==> src/rtl/iob_byte_offset2wstrb_pkg.sv <==
// Shared constants and types for the byte-offset to write-strobe beat generator.
// BUS_BYTES is the default bus width. OFF_W and NB_W are the matching widths of
// the in-word byte offset and of the byte count for that default.
package iob_byte_offset2wstrb_pkg;

  localparam int unsigned BUS_BYTES = 4;

  // Number of bits needed to index a byte lane inside one bus word.
  function automatic int unsigned offWidth(input int unsigned nBytes);
    return $clog2(nBytes);
  endfunction

  localparam int unsigned OFF_W = offWidth(BUS_BYTES);
  localparam int unsigned NB_W  = OFF_W + 1;

  typedef enum logic [1:0] {
    IDLE  = 2'd0,
    BEAT0 = 2'd1,
    BEAT1 = 2'd2
  } state_e;

endpackage

==> src/rtl/iob_byte_offset2wstrb_wr_if.sv <==
// Request and beat channels of the write-side beat generator.
// Signal names follow the generator's own point of view: _i are driven by the
// master side and _o are driven by the generator.
interface iob_byte_offset2wstrb_wr_if #(
  parameter int unsigned N      = 4,
  parameter int unsigned ADDR_W = 32
);

  logic                 req_valid_i;
  logic                 req_ready_o;
  logic [ADDR_W-1:0]    req_addr_i;
  logic [$clog2(N):0]   req_nbytes_i;
  logic [8*N-1:0]       req_data_i;

  logic                 out_valid_o;
  logic                 out_ready_i;
  logic [ADDR_W-1:0]    out_addr_o;
  logic [N-1:0]         out_wstrb_o;
  logic [8*N-1:0]       out_data_o;

  logic                 busy_o;

  // The beat generator itself.
  modport slave (
    input  req_valid_i, req_addr_i, req_nbytes_i, req_data_i, out_ready_i,
    output req_ready_o, out_valid_o, out_addr_o, out_wstrb_o, out_data_o, busy_o
  );

  // The byte-oriented requester and beat consumer.
  modport master (
    output req_valid_i, req_addr_i, req_nbytes_i, req_data_i, out_ready_i,
    input  req_ready_o, out_valid_o, out_addr_o, out_wstrb_o, out_data_o, busy_o
  );

endinterface

==> src/rtl/iob_offset2wstrb.sv <==
// Turns a byte offset and a byte count into a two-word strobe mask.
// Bit i of m2_o is set when byte lane i (counting across two consecutive words)
// is written. This is the inverse of the strobe-to-offset encoder and is also
// usable for read-side byte selection. nb_i is expected to be already clamped
// to N by the caller, so the mask never extends past the second word.
module iob_offset2wstrb #(
  parameter int unsigned N = 4
) (
  input  logic [$clog2(N)-1:0] off_i,
  input  logic [$clog2(N):0]   nb_i,
  output logic [2*N-1:0]       m2_o
);

  // A lane is strobed when it lies in the window [off, off + nb).
  always_comb begin
    m2_o = '0;
    for (int i = 0; i < 2 * int'(N); i++) begin
      m2_o[i] = (i >= int'(off_i)) && (i < int'(off_i) + int'(nb_i));
    end
  end

endmodule

==> src/rtl/iob_byte_offset2wstrb_wr.sv <==
// Write-side beat generator: takes one byte-addressed write request and emits
// one or two word-aligned beats with byte strobes and lane-shifted data. A
// second beat is produced only when the bytes spill past the first word.
module iob_byte_offset2wstrb_wr
  import iob_byte_offset2wstrb_pkg::*;
#(
  parameter int unsigned N      = BUS_BYTES,
  parameter int unsigned ADDR_W = 32
) (
  input  logic                         clk_i,
  input  logic                         rst_n_i,
  iob_byte_offset2wstrb_wr_if.slave    bus
);

  localparam int unsigned OFF_BITS = offWidth(N);
  localparam int unsigned NB_BITS  = OFF_BITS + 1;
  localparam int unsigned DW       = 8 * N;

  logic [OFF_BITS-1:0] off_d;
  logic [NB_BITS-1:0]  nb_d;
  logic [2*N-1:0]      m2_d;
  logic [2*DW-1:0]     shifted_d;
  logic [2*DW-1:0]     d2_d;
  logic [ADDR_W-1:0]   base_d;
  logic                split_d;
  logic                accept_d;
  logic                hs_d;

  state_e              state_q;
  logic                req_ready_q;
  logic                out_valid_q;
  logic [ADDR_W-1:0]   out_addr_q;
  logic [N-1:0]        out_wstrb_q;
  logic [DW-1:0]       out_data_q;
  logic [ADDR_W-1:0]   b1_addr_q;
  logic [N-1:0]        b1_wstrb_q;
  logic [DW-1:0]       b1_data_q;
  logic                split_q;

  // Byte offset inside the word and byte count clamped to one full word.
  always_comb begin
    off_d = bus.req_addr_i[OFF_BITS-1:0];
    nb_d  = (bus.req_nbytes_i > NB_BITS'(N)) ? NB_BITS'(N) : bus.req_nbytes_i;
  end

  iob_offset2wstrb #(
    .N (N)
  ) u_offset2wstrb (
    .off_i (off_d),
    .nb_i  (nb_d),
    .m2_o  (m2_d)
  );

  // Shift the payload into its lanes across two words and blank unwritten lanes.
  always_comb begin
    shifted_d = {{DW{1'b0}}, bus.req_data_i} << {off_d, 3'b000};
    d2_d      = '0;
    for (int i = 0; i < 2 * int'(N); i++) begin
      d2_d[8*i +: 8] = m2_d[i] ? shifted_d[8*i +: 8] : 8'h00;
    end
  end

  // Word base address, split detection and the two handshakes.
  always_comb begin
    base_d   = {bus.req_addr_i[ADDR_W-1:OFF_BITS], {OFF_BITS{1'b0}}};
    split_d  = |m2_d[2*N-1:N];
    accept_d = bus.req_valid_i & req_ready_q;
    hs_d     = out_valid_q & bus.out_ready_i;
  end

  // Request/beat sequencer: loads both beats on accept, then walks through them.
  always_ff @(posedge clk_i) begin
    if (!rst_n_i) begin
      state_q     <= IDLE;
      req_ready_q <= 1'b1;
      out_valid_q <= 1'b0;
      out_addr_q  <= '0;
      out_wstrb_q <= '0;
      out_data_q  <= '0;
      b1_addr_q   <= '0;
      b1_wstrb_q  <= '0;
      b1_data_q   <= '0;
      split_q     <= 1'b0;
    end else begin
      case (state_q)
        IDLE: begin
          if (accept_d && (nb_d != '0)) begin
            state_q     <= BEAT0;
            req_ready_q <= 1'b0;
            out_valid_q <= 1'b1;
            out_addr_q  <= base_d;
            out_wstrb_q <= m2_d[N-1:0];
            out_data_q  <= d2_d[DW-1:0];
            b1_addr_q   <= base_d + ADDR_W'(N);
            b1_wstrb_q  <= m2_d[2*N-1:N];
            b1_data_q   <= d2_d[2*DW-1:DW];
            split_q     <= split_d;
          end
        end
        BEAT0: begin
          if (hs_d) begin
            if (split_q) begin
              state_q     <= BEAT1;
              out_addr_q  <= b1_addr_q;
              out_wstrb_q <= b1_wstrb_q;
              out_data_q  <= b1_data_q;
            end else begin
              state_q     <= IDLE;
              out_valid_q <= 1'b0;
              req_ready_q <= 1'b1;
            end
          end
        end
        BEAT1: begin
          if (hs_d) begin
            state_q     <= IDLE;
            out_valid_q <= 1'b0;
            req_ready_q <= 1'b1;
          end
        end
        default: begin
          state_q     <= IDLE;
          out_valid_q <= 1'b0;
          req_ready_q <= 1'b1;
        end
      endcase
    end
  end

  assign bus.req_ready_o = req_ready_q;
  assign bus.out_valid_o = out_valid_q;
  assign bus.out_addr_o  = out_addr_q;
  assign bus.out_wstrb_o = out_wstrb_q;
  assign bus.out_data_o  = out_data_q;
  assign bus.busy_o      = (state_q != IDLE);

endmodule

==> src/flat_wrapper.sv <==
// flat-port wrapper written by rule: the top's interface ports become plain ports
module iob_byte_offset2wstrb_wr_flat import iob_byte_offset2wstrb_pkg::*;
#(
  parameter int unsigned N      = BUS_BYTES,
  parameter int unsigned ADDR_W = 32
)
  (clk_i, rst_n_i, bus_req_valid_i, bus_req_addr_i, bus_req_nbytes_i, bus_req_data_i, bus_out_ready_i, bus_req_ready_o, bus_out_valid_o, bus_out_addr_o, bus_out_wstrb_o, bus_out_data_o, bus_busy_o);
  iob_byte_offset2wstrb_wr_if #(.N(N), .ADDR_W(ADDR_W)) bus_i ();
  input  logic clk_i;
  input  logic rst_n_i;
  input wire logic [$bits(bus_i.req_valid_i)-1:0] bus_req_valid_i;
  input wire logic [$bits(bus_i.req_addr_i)-1:0] bus_req_addr_i;
  input wire logic [$bits(bus_i.req_nbytes_i)-1:0] bus_req_nbytes_i;
  input wire logic [$bits(bus_i.req_data_i)-1:0] bus_req_data_i;
  input wire logic [$bits(bus_i.out_ready_i)-1:0] bus_out_ready_i;
  output wire logic [$bits(bus_i.req_ready_o)-1:0] bus_req_ready_o;
  output wire logic [$bits(bus_i.out_valid_o)-1:0] bus_out_valid_o;
  output wire logic [$bits(bus_i.out_addr_o)-1:0] bus_out_addr_o;
  output wire logic [$bits(bus_i.out_wstrb_o)-1:0] bus_out_wstrb_o;
  output wire logic [$bits(bus_i.out_data_o)-1:0] bus_out_data_o;
  output wire logic [$bits(bus_i.busy_o)-1:0] bus_busy_o;
  assign bus_i.req_valid_i = bus_req_valid_i;
  assign bus_i.req_addr_i = bus_req_addr_i;
  assign bus_i.req_nbytes_i = bus_req_nbytes_i;
  assign bus_i.req_data_i = bus_req_data_i;
  assign bus_i.out_ready_i = bus_out_ready_i;
  assign bus_req_ready_o = bus_i.req_ready_o;
  assign bus_out_valid_o = bus_i.out_valid_o;
  assign bus_out_addr_o = bus_i.out_addr_o;
  assign bus_out_wstrb_o = bus_i.out_wstrb_o;
  assign bus_out_data_o = bus_i.out_data_o;
  assign bus_busy_o = bus_i.busy_o;
  iob_byte_offset2wstrb_wr #(.N(N), .ADDR_W(ADDR_W)) u_core (.clk_i(clk_i), .rst_n_i(rst_n_i), .bus(bus_i));
endmodule
==> config.mk <==
export PLATFORM = sky130hd
export DESIGN_NAME = iob_byte_offset2wstrb_wr_flat
export DESIGN_NICKNAME = d
export VERILOG_FILES = /design/src/rtl/iob_byte_offset2wstrb_pkg.sv /design/src/rtl/iob_byte_offset2wstrb_wr_if.sv /design/src/rtl/iob_offset2wstrb.sv /design/src/rtl/iob_byte_offset2wstrb_wr.sv /design/src/flat_wrapper.sv
export SDC_FILE = /design/constraint.sdc
export NUM_CORES = 1
export LEC_CHECK = 0
export BUFFER_PORTS_ARGS = -buffer_cell sky130_fd_sc_hd__buf_2
export CORE_AREA = 2 2 106 108
export CTS_BUF_LIST = sky130_fd_sc_hd__clkbuf_4 sky130_fd_sc_hd__clkbuf_8
export CTS_CLUSTER_SIZE = 8
export DETAILED_ROUTE_END_ITERATION = 8
export DIE_AREA = 0 0 108 110
export PLACE_DENSITY = 0.95
export REMOVE_ABC_BUFFERS = 1
export SLEW_MARGIN = 30
export SYNTH_ARGS = -nofsm -noshare
export SYNTH_HDL_FRONTEND = slang
export SYNTH_HIERARCHICAL = 1
export SYNTH_SLANG_ARGS = --single-unit
==> constraint.sdc <==
create_clock -name clk_i -period 4 [get_ports clk_i]
set_input_delay 0.2 -clock clk_i [delete_from_list [all_inputs] [get_ports clk_i]]
set_output_delay 0.2 -clock clk_i [all_outputs]
set_load 0.02 [all_outputs]
Word level (Yosys, flattened, before mapping). Cells that the tools add are included.

Flip-flop bits (word level): 141. Logic and storage cells: 83. Output and inout port bits: 71. Input bits: 71.

Equal/unequal tests: 7. Shift operators: 1. Multiplexer cells: 36. Reductions and logical operators: 13. Add/sub/neg operators: 2. $lt $le $gt $ge: 12. Bitwise logic cells: 2.

Operators by type and width (count): two-way mux 32 bit (6); < comparator 4 x 32 -> 1 bit (first input constant) (4); case mux 32 bit (2 select lines) (2); < comparator 3 x 32 -> 1 bit (first input constant) (2); two-way mux 8 bit (8); left shift 32 x 5 -> 64 bit (1); adder 32 x 3 -> 32 bit (second input constant) (1); < comparator 1 x 32 -> 1 bit (first input constant) (1); < comparator 2 x 32 -> 1 bit (first input constant) (1); two-way mux 4 bit (3); two-way mux 1 bit (8); two-way mux 2 bit (4); != test 2 x 1 -> 1 bit (second input constant) (4); case mux 4 bit (2 select lines) (1); AND reduction 4 bit (2); case mux 1 bit (3 select lines) (2); case mux 2 bit (3 select lines) (1); adder 2 x 3 -> 4 bit (1); greater-or-equal comparator 1 x 2 -> 1 bit (first input constant) (2); logical AND 1 bit (4); nonzero test 2 bit (2); OR reduction 4 bit (1); greater-than comparator 3 bit (second input constant) (1); two-way mux 3 bit (1); 9 further kinds (10).

Longest topological paths before layout. Gate-level depths: netlist of run 1.

Depth in word-level cells: 8. Gate-level depth with buffers: 12. Depth with buffers taken out: 11.

Hierarchy. The synthesis of run 1 kept the hierarchy.

By module, submodules not included: iob_byte_offset2wstrb_wr (area an instance 6113.4 sq um, sequential area each 2582.5 sq um, cells an instance 749, instances 1); iob_offset2wstrb (area an instance 153.9 sq um, sequential area each 0.0 sq um, cells an instance 22, instances 1).

Worst setup path after synthesis of run 1. OpenSTA, ideal clock, no wires.

Kind: input to register. Start point: in bus_req_nbytes_i[0]. End point: reg u_core.out_data_q[0], in the netlist u_core/bus.out_data_o[0]. Arrival time: 2.110 ns. Setup slack: 1.812 ns. Stages on the path: 9. Setup time: 0.078 ns. Buffers on the path: 0. Required time: 3.922 ns. Path through: nor2b_1 -> ha_1 -> inv_1 -> fa_1 -> nor2b_1 -> a211oi_2 -> nor4b_2 -> a221oi_1 -> nor3_1.

Longest elaborated chain between the ends: 8. Elaborated cells on any way between the ends: 12. Classes of those cells: add/sub: 1; order compare: 2; eq/ne: 1; mux: 4; reduce/logical: 4.

RTL lines: from (decl) (line flat_wrapper.sv:13) `input wire logic [$bits(bus_i.req_nbytes_i)-1:0] bus_req_nbytes_i;`; greater-than comparator 3 bit (line iob_byte_offset2wstrb_wr.sv:43) `nb_d = (bus.req_nbytes_i > NB_BITS'(N)) ? NB_BITS'(N) : bus.req_nbytes_i;`; two-way mux 3 bit (*) (line iob_byte_offset2wstrb_wr.sv:43); adder 2 x 3 -> 4 bit (*) (line iob_offset2wstrb.sv:18) `m2_o[i] = (i >= int'(off_i)) && (i < int'(off_i) + int'(nb_i));`; < comparator 1 x 32 -> 1 bit (*) (line iob_offset2wstrb.sv:18); logical AND 1 bit (*) (line iob_offset2wstrb.sv:18); via u_core.m2_d[0] (line iob_byte_offset2wstrb_wr.sv:21) `logic [2*N-1:0] m2_d;`; two-way mux 8 bit (*) (line iob_byte_offset2wstrb_wr.sv:59) `d2_d[8*i +: 8] = m2_d[i] ? shifted_d[8*i +: 8] : 8'h00;`; two-way mux 32 bit (*) (line iob_byte_offset2wstrb_wr.sv:87) `if (accept_d && (nb_d != '0)) begin`; case mux 32 bit (2 select lines) (*) (line iob_byte_offset2wstrb_wr.sv:85) `case (state_q)`; to (signal assigned) (line iob_byte_offset2wstrb_wr.sv:93) `out_data_q <= d2_d[DW-1:0];`; to (signal assigned) (line iob_byte_offset2wstrb_wr.sv:106) `out_data_q <= b1_data_q;`; to (decl) (line iob_byte_offset2wstrb_wr.sv:34) `logic [DW-1:0] out_data_q;`.

Mark *: on every way through the listed nets, which the timed path passes. The rest lies on a longest branch. The select of a mux whose other input is x is not followed. A chain may end at the register's enable or synchronous reset.

Worst setup path in the final report of run 1.
Start point: in bus_req_addr_i[0]. End point: reg u_core.out_data_q[6], in the netlist u_core/bus.out_data_o[6].

Longest elaborated chain between the ends: 6. Elaborated cells on any way between the ends: 8. Classes of those cells: add/sub: 1; order compare: 2; shift: 1; mux: 3; reduce/logical: 1.

RTL lines: from (decl) (line flat_wrapper.sv:12) `input wire logic [$bits(bus_i.req_addr_i)-1:0] bus_req_addr_i;`; adder 2 x 3 -> 4 bit (line iob_offset2wstrb.sv:18); < comparator 1 x 32 -> 1 bit (line iob_offset2wstrb.sv:18); logical AND 1 bit (*) (line iob_offset2wstrb.sv:18); via u_core.m2_d[0] (line iob_byte_offset2wstrb_wr.sv:21); two-way mux 8 bit (*) (line iob_byte_offset2wstrb_wr.sv:59); two-way mux 32 bit (*) (line iob_byte_offset2wstrb_wr.sv:87); case mux 32 bit (2 select lines) (*) (line iob_byte_offset2wstrb_wr.sv:85).

Marks and branches as above.

==> reports/results.ini, run 1 <==
[outcome]
run_status=completed

[timing]
fmax_mhz=342
fin_crit_sh_pct=73.1
finalClockSkew_ns=0.0163
whs_ns=0.0612
layout_min_cycle_time_ns=2.92
tightest_slew_ns=0.849
slew-limit-headroom_pct=43.0
grt_setup_unrepaired=no
setup_viol=0
finalMaxSlewViolations=0
hold_violations=0

[synth]
ys_warn_count=6
synth_area_leaders=dfxtp_1 41%, nand2_1 7.6%, a21oi_1 5.4%
synth_adder_area_share_pct=0.918
synthArstFlopShare_pct=0
syn-cell-area_mm2=0.00627
synth-seq-cells=129
synth.most_common_cell=dfxtp_1
post_synth_and_or_nand_nor_area_fraction_pct=22.5
synthTopCellsByCount=129 x dfxtp_1, 127 x nand2_1, 88 x nor2_1
ys_seq_area_share_pct=41.2
synth_top_family_by_area=simple AND/OR/NAND/NOR gates
synth_cells=771
yosysUniqueCellTypes=57
yosys.area.top_type_share_pct=41.2
synth_top_area_cell=dfxtp_1
synth_mux_area_share_pct=4.13
synth_edf_count=0
synth-xor-area-share_pct=3.77
postSynthAreaPerCell_um2=8.13
synth_compound_area_share_pct=21.8
ys.flop_type=dfxtp_1

[final_layout]
fin_nets=942
antenna_cells=0
syn_to_final_growth_pct=17.4
drive_above_1_share_pct=23.8
final-seq-area_mm2=0.00258
multi_input_area_mm2=0.00336
final_cell_area_mm2=0.00736
layout.cells.non_filler=1020
fillers=820

[floorplan]
start_util_pct=58.6
num_rows=38
die_w_um=108
coreArea_mm2=0.0107
fp.dieH_um=110
pin_count=142
dieArea_mm2=0.0119

[clock_network]
clock_latency_ns=0.43
cts_max_level=4
ctsHoldBuffers=0
clkTransAtPathRegs_ns=0.08
ctsLongestPathBuffers=2
root_buffer=clkbuf_8
post_cts.repair.setup_buffers=0
cts_tree=built
clock_sinks=129
cts_made_buffers=17
cts_resized=0

[min_path]
hold_path.class=input port to flip-flop
holdCritStartpoint=bus_req_data_i[25]
holdPathEnd=u_core/b1_data_q[17]$_SDFFE_PN0P_
holdPathStages=3

[worst_setup_path]
rrSetupSlack_ns=1.74
crit_path_start_kind=input port
crit_arrival_ns=3.25
cp.required_ns=4.33
crit_type=input port to flip-flop
r2r_cells=6
reg2reg_from=u_core/state_q[1]$_SDFFE_PN0P_
r2r-end=u_core/b1_data_q[18]$_SDFFE_PN0P_
cp_max_fo=32
setup.worst_path.end_class=flip-flop

[detailed_routing]
via_per_inst=6.17
wl_um=17300
vias=6296
first_pass_iters=5
wl_per_cell_um=17.0
drt.antenna.violating_nets=0
first_iter_violations=705
drcViolationCount=0

[place]
dpl-instance-area_mm2=0.00689
numPortBuffers=139
dp_hpwl_um=10600
dp.cells=988
place_congestion=0.837

[global_routing]
overflow=0
grt_max_degree=99
gr-usage-all-layers_pct=29.0
grt_pass1_wl_um=27500
antenna_found_initial=0
grt_pass1_vias=5912

[power_and_ir_drop]
power_density_mw_per_mm2=473
ir_drop_mv=0.283
p_total_mw=3.48
p_leak_nw=2.96

[flow_run]
maxCapViolCount=0

[cells in the final DEF (no fill, tap or decap), types with 18 or more instances in the layout]
master    netlist  layout
dfxtp_1       129     129
a311oi_1       33      33
nand2_1       127     126
clkbuf_8        0      18
nor3_1         30      30
buf_2           7     139
a21oi_1        67      67
o21ai_0        33      33
xnor2_1        18      18
nor2_1         88      88
[cells by family (layout without fill, tap and decap cells)]
group,after synthesis,count (layout)
AND/OR/NAND/NOR,306,306
AO/OA/AOI/OAI,201,201
flip-flops,129,129
buffers and inverters,79,187
XOR/XNOR,27,27
multiplexers,24,24
adder cells (fa/ha/maj),4,4
other,1,2
[final cells by class]
class                           count  area share (%)
Sequential cell                   129            35.1
Inverter                           11           0.595
Multi-Input combinational cell    564            45.7
Clock inverter                     13            2.86
Tap cell                          140            2.38
Clock buffer                       19            3.47
Timing Repair Buffer              144            9.96
[how the worst max path moves through the flow]
stage	start	cells after the start	to	slack, ns
floorplan	u_core/state_q[0]$_SDFFE_PN0P_	5	u_core/bus.out_data_o[16]$_SDFFE_PN0P_	-0.65
global placement	bus_req_addr_i[0]	9	u_core/bus.out_data_o[5]$_SDFFE_PN0P_	0.92
detailed placement	bus_req_addr_i[0]	9	u_core/bus.out_data_o[2]$_SDFFE_PN0P_	0.82
CTS	bus_req_addr_i[0]	9	u_core/bus.out_data_o[6]$_SDFFE_PN0P_	1.16
global route	bus_req_addr_i[0]	9	u_core/bus.out_data_o[6]$_SDFFE_PN0P_	0.93
finish	bus_req_addr_i[0]	9	u_core/bus.out_data_o[6]$_SDFFE_PN0P_	1.08
[metal layers]
layer	part of all wire (%)	GRT usage [%]
met3	11	7.58
met2	48	48.7
met5	0	0
met4	2.1	12.4
met1	39	35.5
[power by group]
group	switching (mW)	internal, mW
logic	0.483	0.237
registers	0.0631	1.40
clock network	0.527	0.767
total	1.07	2.41
[per-stage QoR]
stage / setup TNS, ns / util (%) / setup WS [ns]
2_1_floorplan: -35.66 / - / -0.652
3_3_place_gp: 0 / 64.3 / 0.917
3_5_place_dp: 0 / 64.4 / 0.819
4_1_cts: 0 / 68.7 / 1.16
5_1_grt: 0 / 68.8 / 0.928
6_report: 0 / 68.8 / 1.08
[sequential cells by signal, summed over array words and instances (netlist names)]
register	flops
u_core/bus.out_wstrb_o	4
u_core/b1_data_q	24
u_core/state_q	2
u_core/bus.out_valid_o	1
u_core/b1_addr_q	30
u_core/bus.req_ready_o	1
u_core/bus.out_addr_o	30
u_core/b1_wstrb_q	4
u_core/bus.out_data_o	32
u_core/split_q	1
[critical path, stage by stage]
cell      delay [ns]
buf_2           0.59
ha_1            0.31
inv_1           0.07
fa_1            0.49
nor2b_1         0.18
a211oi_2        0.24
nor4b_2         0.70
a221oi_1        0.22
nor3_1          0.23
No activity file was read; power rests on OpenSTA's default activity.
==> run 2: changes to the inputs <==
--- a/config.mk
+++ b/config.mk
@@ -6,12 +6,12 @@
 export NUM_CORES = 1
 export LEC_CHECK = 0
 export BUFFER_PORTS_ARGS = -buffer_cell sky130_fd_sc_hd__buf_2
-export CORE_AREA = 2 2 106 108
+export CORE_AREA = 2 2 114 116
 export CTS_BUF_LIST = sky130_fd_sc_hd__clkbuf_4 sky130_fd_sc_hd__clkbuf_8
 export CTS_CLUSTER_SIZE = 8
 export DETAILED_ROUTE_END_ITERATION = 8
-export DIE_AREA = 0 0 108 110
-export PLACE_DENSITY = 0.95
+export DIE_AREA = 0 0 116 118
+export PLACE_DENSITY = 0.89
 export REMOVE_ABC_BUFFERS = 1
 export SLEW_MARGIN = 30
 export SYNTH_ARGS = -nofsm -noshare
==> constraint.sdc (replaced) <==
create_clock -name clk_i -period 2.5 [get_ports clk_i]
set_input_delay 0.125 -clock clk_i [delete_from_list [all_inputs] [get_ports clk_i]]
set_output_delay 0.125 -clock clk_i [all_outputs]
set_load 0.02 [all_outputs]
==> run 2 against run 1 <==
Die area is 15% higher. Cell area is 7.0% higher. Via count is 2.6% higher. Largest power group unchanged. Highest routed layer unchanged.
==> reports/results.ini, run 2 (synthesis results as in run 1) <==
[outcome]
run_status=completed  ; unchanged

[worst_setup_path]
crit_path_start_kind=flip-flop  ; was input port
crit_type=flip-flop to flip-flop  ; was input port to flip-flop
cp_max_fo=70  ; was 32
cp.required_ns=2.84  ; was 4.33 ns
crit_arrival_ns=2.45  ; was 3.25 ns
worstSetupStartpoint=u_core/state_q[1]$_SDFFE_PN0P_  ; was bus_req_addr_i[0]
reg2reg_from=u_core/state_q[1]$_SDFFE_PN0P_  ; unchanged
setup.worst_path.end_class=flip-flop  ; unchanged

[timing]
layout_min_cycle_time_ns=2.10
finalClockSkew_ns=0.0116  ; was 0.0163 ns
fmax_mhz=475
setup_viol=0  ; unchanged
tightest_slew_ns=0.723  ; was 0.849 ns
hold_violations=0  ; unchanged
slew-limit-headroom_pct=51.8  ; was 43.0%
finalMaxSlewViolations=0  ; unchanged
setup_slack_ns=0.395  ; was 1.08 ns
fin_crit_sh_pct=84.2
grt_setup_unrepaired=no  ; unchanged

[global_routing]
overflow=0  ; unchanged
grt_max_degree=71  ; was 99
antenna_found_initial=0  ; unchanged
grt_pass1_wl_um=30200  ; was 27500 um
gr-usage-all-layers_pct=27.6  ; was 29.0%
grt_pass1_vias=6282  ; was 5912

[place]
dp.cells=1033  ; was 988
dp_slack_ns=0.179  ; was 0.819 ns
numPortBuffers=139  ; unchanged
dpl-instance-area_mm2=0.00705  ; was 0.00689 mm^2
dp_hpwl_um=11600  ; was 10600 um
place_congestion=0.840  ; was 0.837

[detailed_routing]
drt.antenna.violating_nets=0  ; unchanged
drcViolationCount=0  ; unchanged
wl_um=18700  ; was 17300 um
first_pass_iters=5  ; unchanged
vias=6458  ; was 6296
first_iter_violations=763  ; was 705
via_per_inst=5.85  ; was 6.17
wl_per_cell_um=17.0  ; about the same

[final_layout]
layout.cells.non_filler=1103  ; was 1020
final_cell_mix=139 x buf_2, 129 x dfxtp_1, 126 x nand2_1  ; unchanged
syn_to_final_growth_pct=25.6  ; was 17.4%
final_cell_area_mm2=0.00787  ; was 0.00736 mm^2
layout_commonest_cell=buf_2  ; unchanged
fillers=1041  ; was 820
fin_nets=993  ; was 942
largest_reg_flops=32  ; unchanged
antenna_cells=0  ; unchanged
drive_above_1_share_pct=23.8  ; about the same

[power_and_ir_drop]
power_density_mw_per_mm2=710  ; was 473 mW/mm^2
ir_drop_mv=0.621  ; was 0.283 mV
p_total_mw=5.59  ; was 3.48 mW
p_leak_nw=3.19  ; was 2.96 nW

[floorplan]
start_util_pct=50.5  ; was 58.6%
num_rows=41  ; was 38
fp.dieH_um=118  ; was 110 um
pin_count=142  ; unchanged
dieArea_mm2=0.0137  ; was 0.0119 mm^2
coreArea_mm2=0.0124  ; was 0.0107 mm^2
die_w_um=116  ; was 108 um

[clock_network]
clock_sinks=129  ; unchanged
clock_latency_ns=0.45  ; was 0.43 ns
cts_tree=built  ; unchanged
clkTransAtPathRegs_ns=0.08  ; about the same
cts_made_buffers=17  ; unchanged
ctsLongestPathBuffers=2  ; unchanged
post_cts.repair.setup_buffers=0  ; unchanged
root_buffer=clkbuf_8  ; unchanged
cts_max_level=4  ; unchanged

[flow_run]
maxCapViolCount=0  ; unchanged

[min_path]
holdCritStartpoint=bus_req_addr_i[25]  ; was bus_req_data_i[25]
hold_path.class=input port to flip-flop  ; unchanged

==> run 2: critical path: stages (launching register included) <==
cell,delay [ns]
dfxtp_1,0.38
nor2_1,0.21
nand4_2,0.22
nand2_4,0.11
buf_4,0.57
nor2_1,0.14
a311oi_1,0.34
==> run 2: cell type report <==
class | instances | area (um^2) | share of cell area, %
Multi-Input combinational cell | 564 | 3350 | 42.6
Timing Repair Buffer | 195 | 1240 | 15.7
Tap cell | 172 | 215 | 2.73
Clock inverter | 11 | 158 | 2.00
Inverter | 11 | 41.3 | 0.524
Sequential cell | 129 | 2580 | 32.8
Clock buffer | 21 | 289 | 3.67
==> run 2: path summary, 6_finish.rpt <==
path,end,slack (ns),cells after the start
setup / recovery,u_core/bus.out_addr_o[21]$_SDFFE_PN0P_,0.40,6
hold / removal,u_core/bus.out_addr_o[25]$_SDFFE_PN0P_,0.02,3
setup reg to reg,u_core/bus.out_addr_o[21]$_SDFFE_PN0P_,0.40,6
hold reg to reg,u_core/b1_wstrb_q[1]$_SDFFE_PN0P_,0.46,2
==> run 2: routing by layer <==
layer	wire, um	share of wire, %	track usage (%)	vias to the layer above
li1	-	-	-	3045
met1	7450	40	33.8	3007
met2	9170	49	45.8	359
met3	1680	9.0	6.64	47
met4	433	2.3	12.3	0
met5	0	0	0	-
==> run 2: metrics by stage <==
stage	hold slack [ns]	util (%)	TNS, ns
floorplan	0.201	-	-133.39
global placement	0.401	56.8	0
detailed placement	0.417	56.8	0
CTS	0.00301	63.4	0
global route	0.0137	63.4	0
finish	0.0212	63.4	0
==> run 2: where the power goes <==
part | switching, mW | internal (mW)
Sequential | 0.107 | 2.24
Clock | 0.825 | 1.18
Combinational | 0.791 | 0.440
Total | 1.72 | 3.87
==> run 2: what timing repair did <==
item,4_1_cts,5_1_grt
endpoints found under the hold margin,50,0
gates resized for setup,0,0
hold buffers,38,0
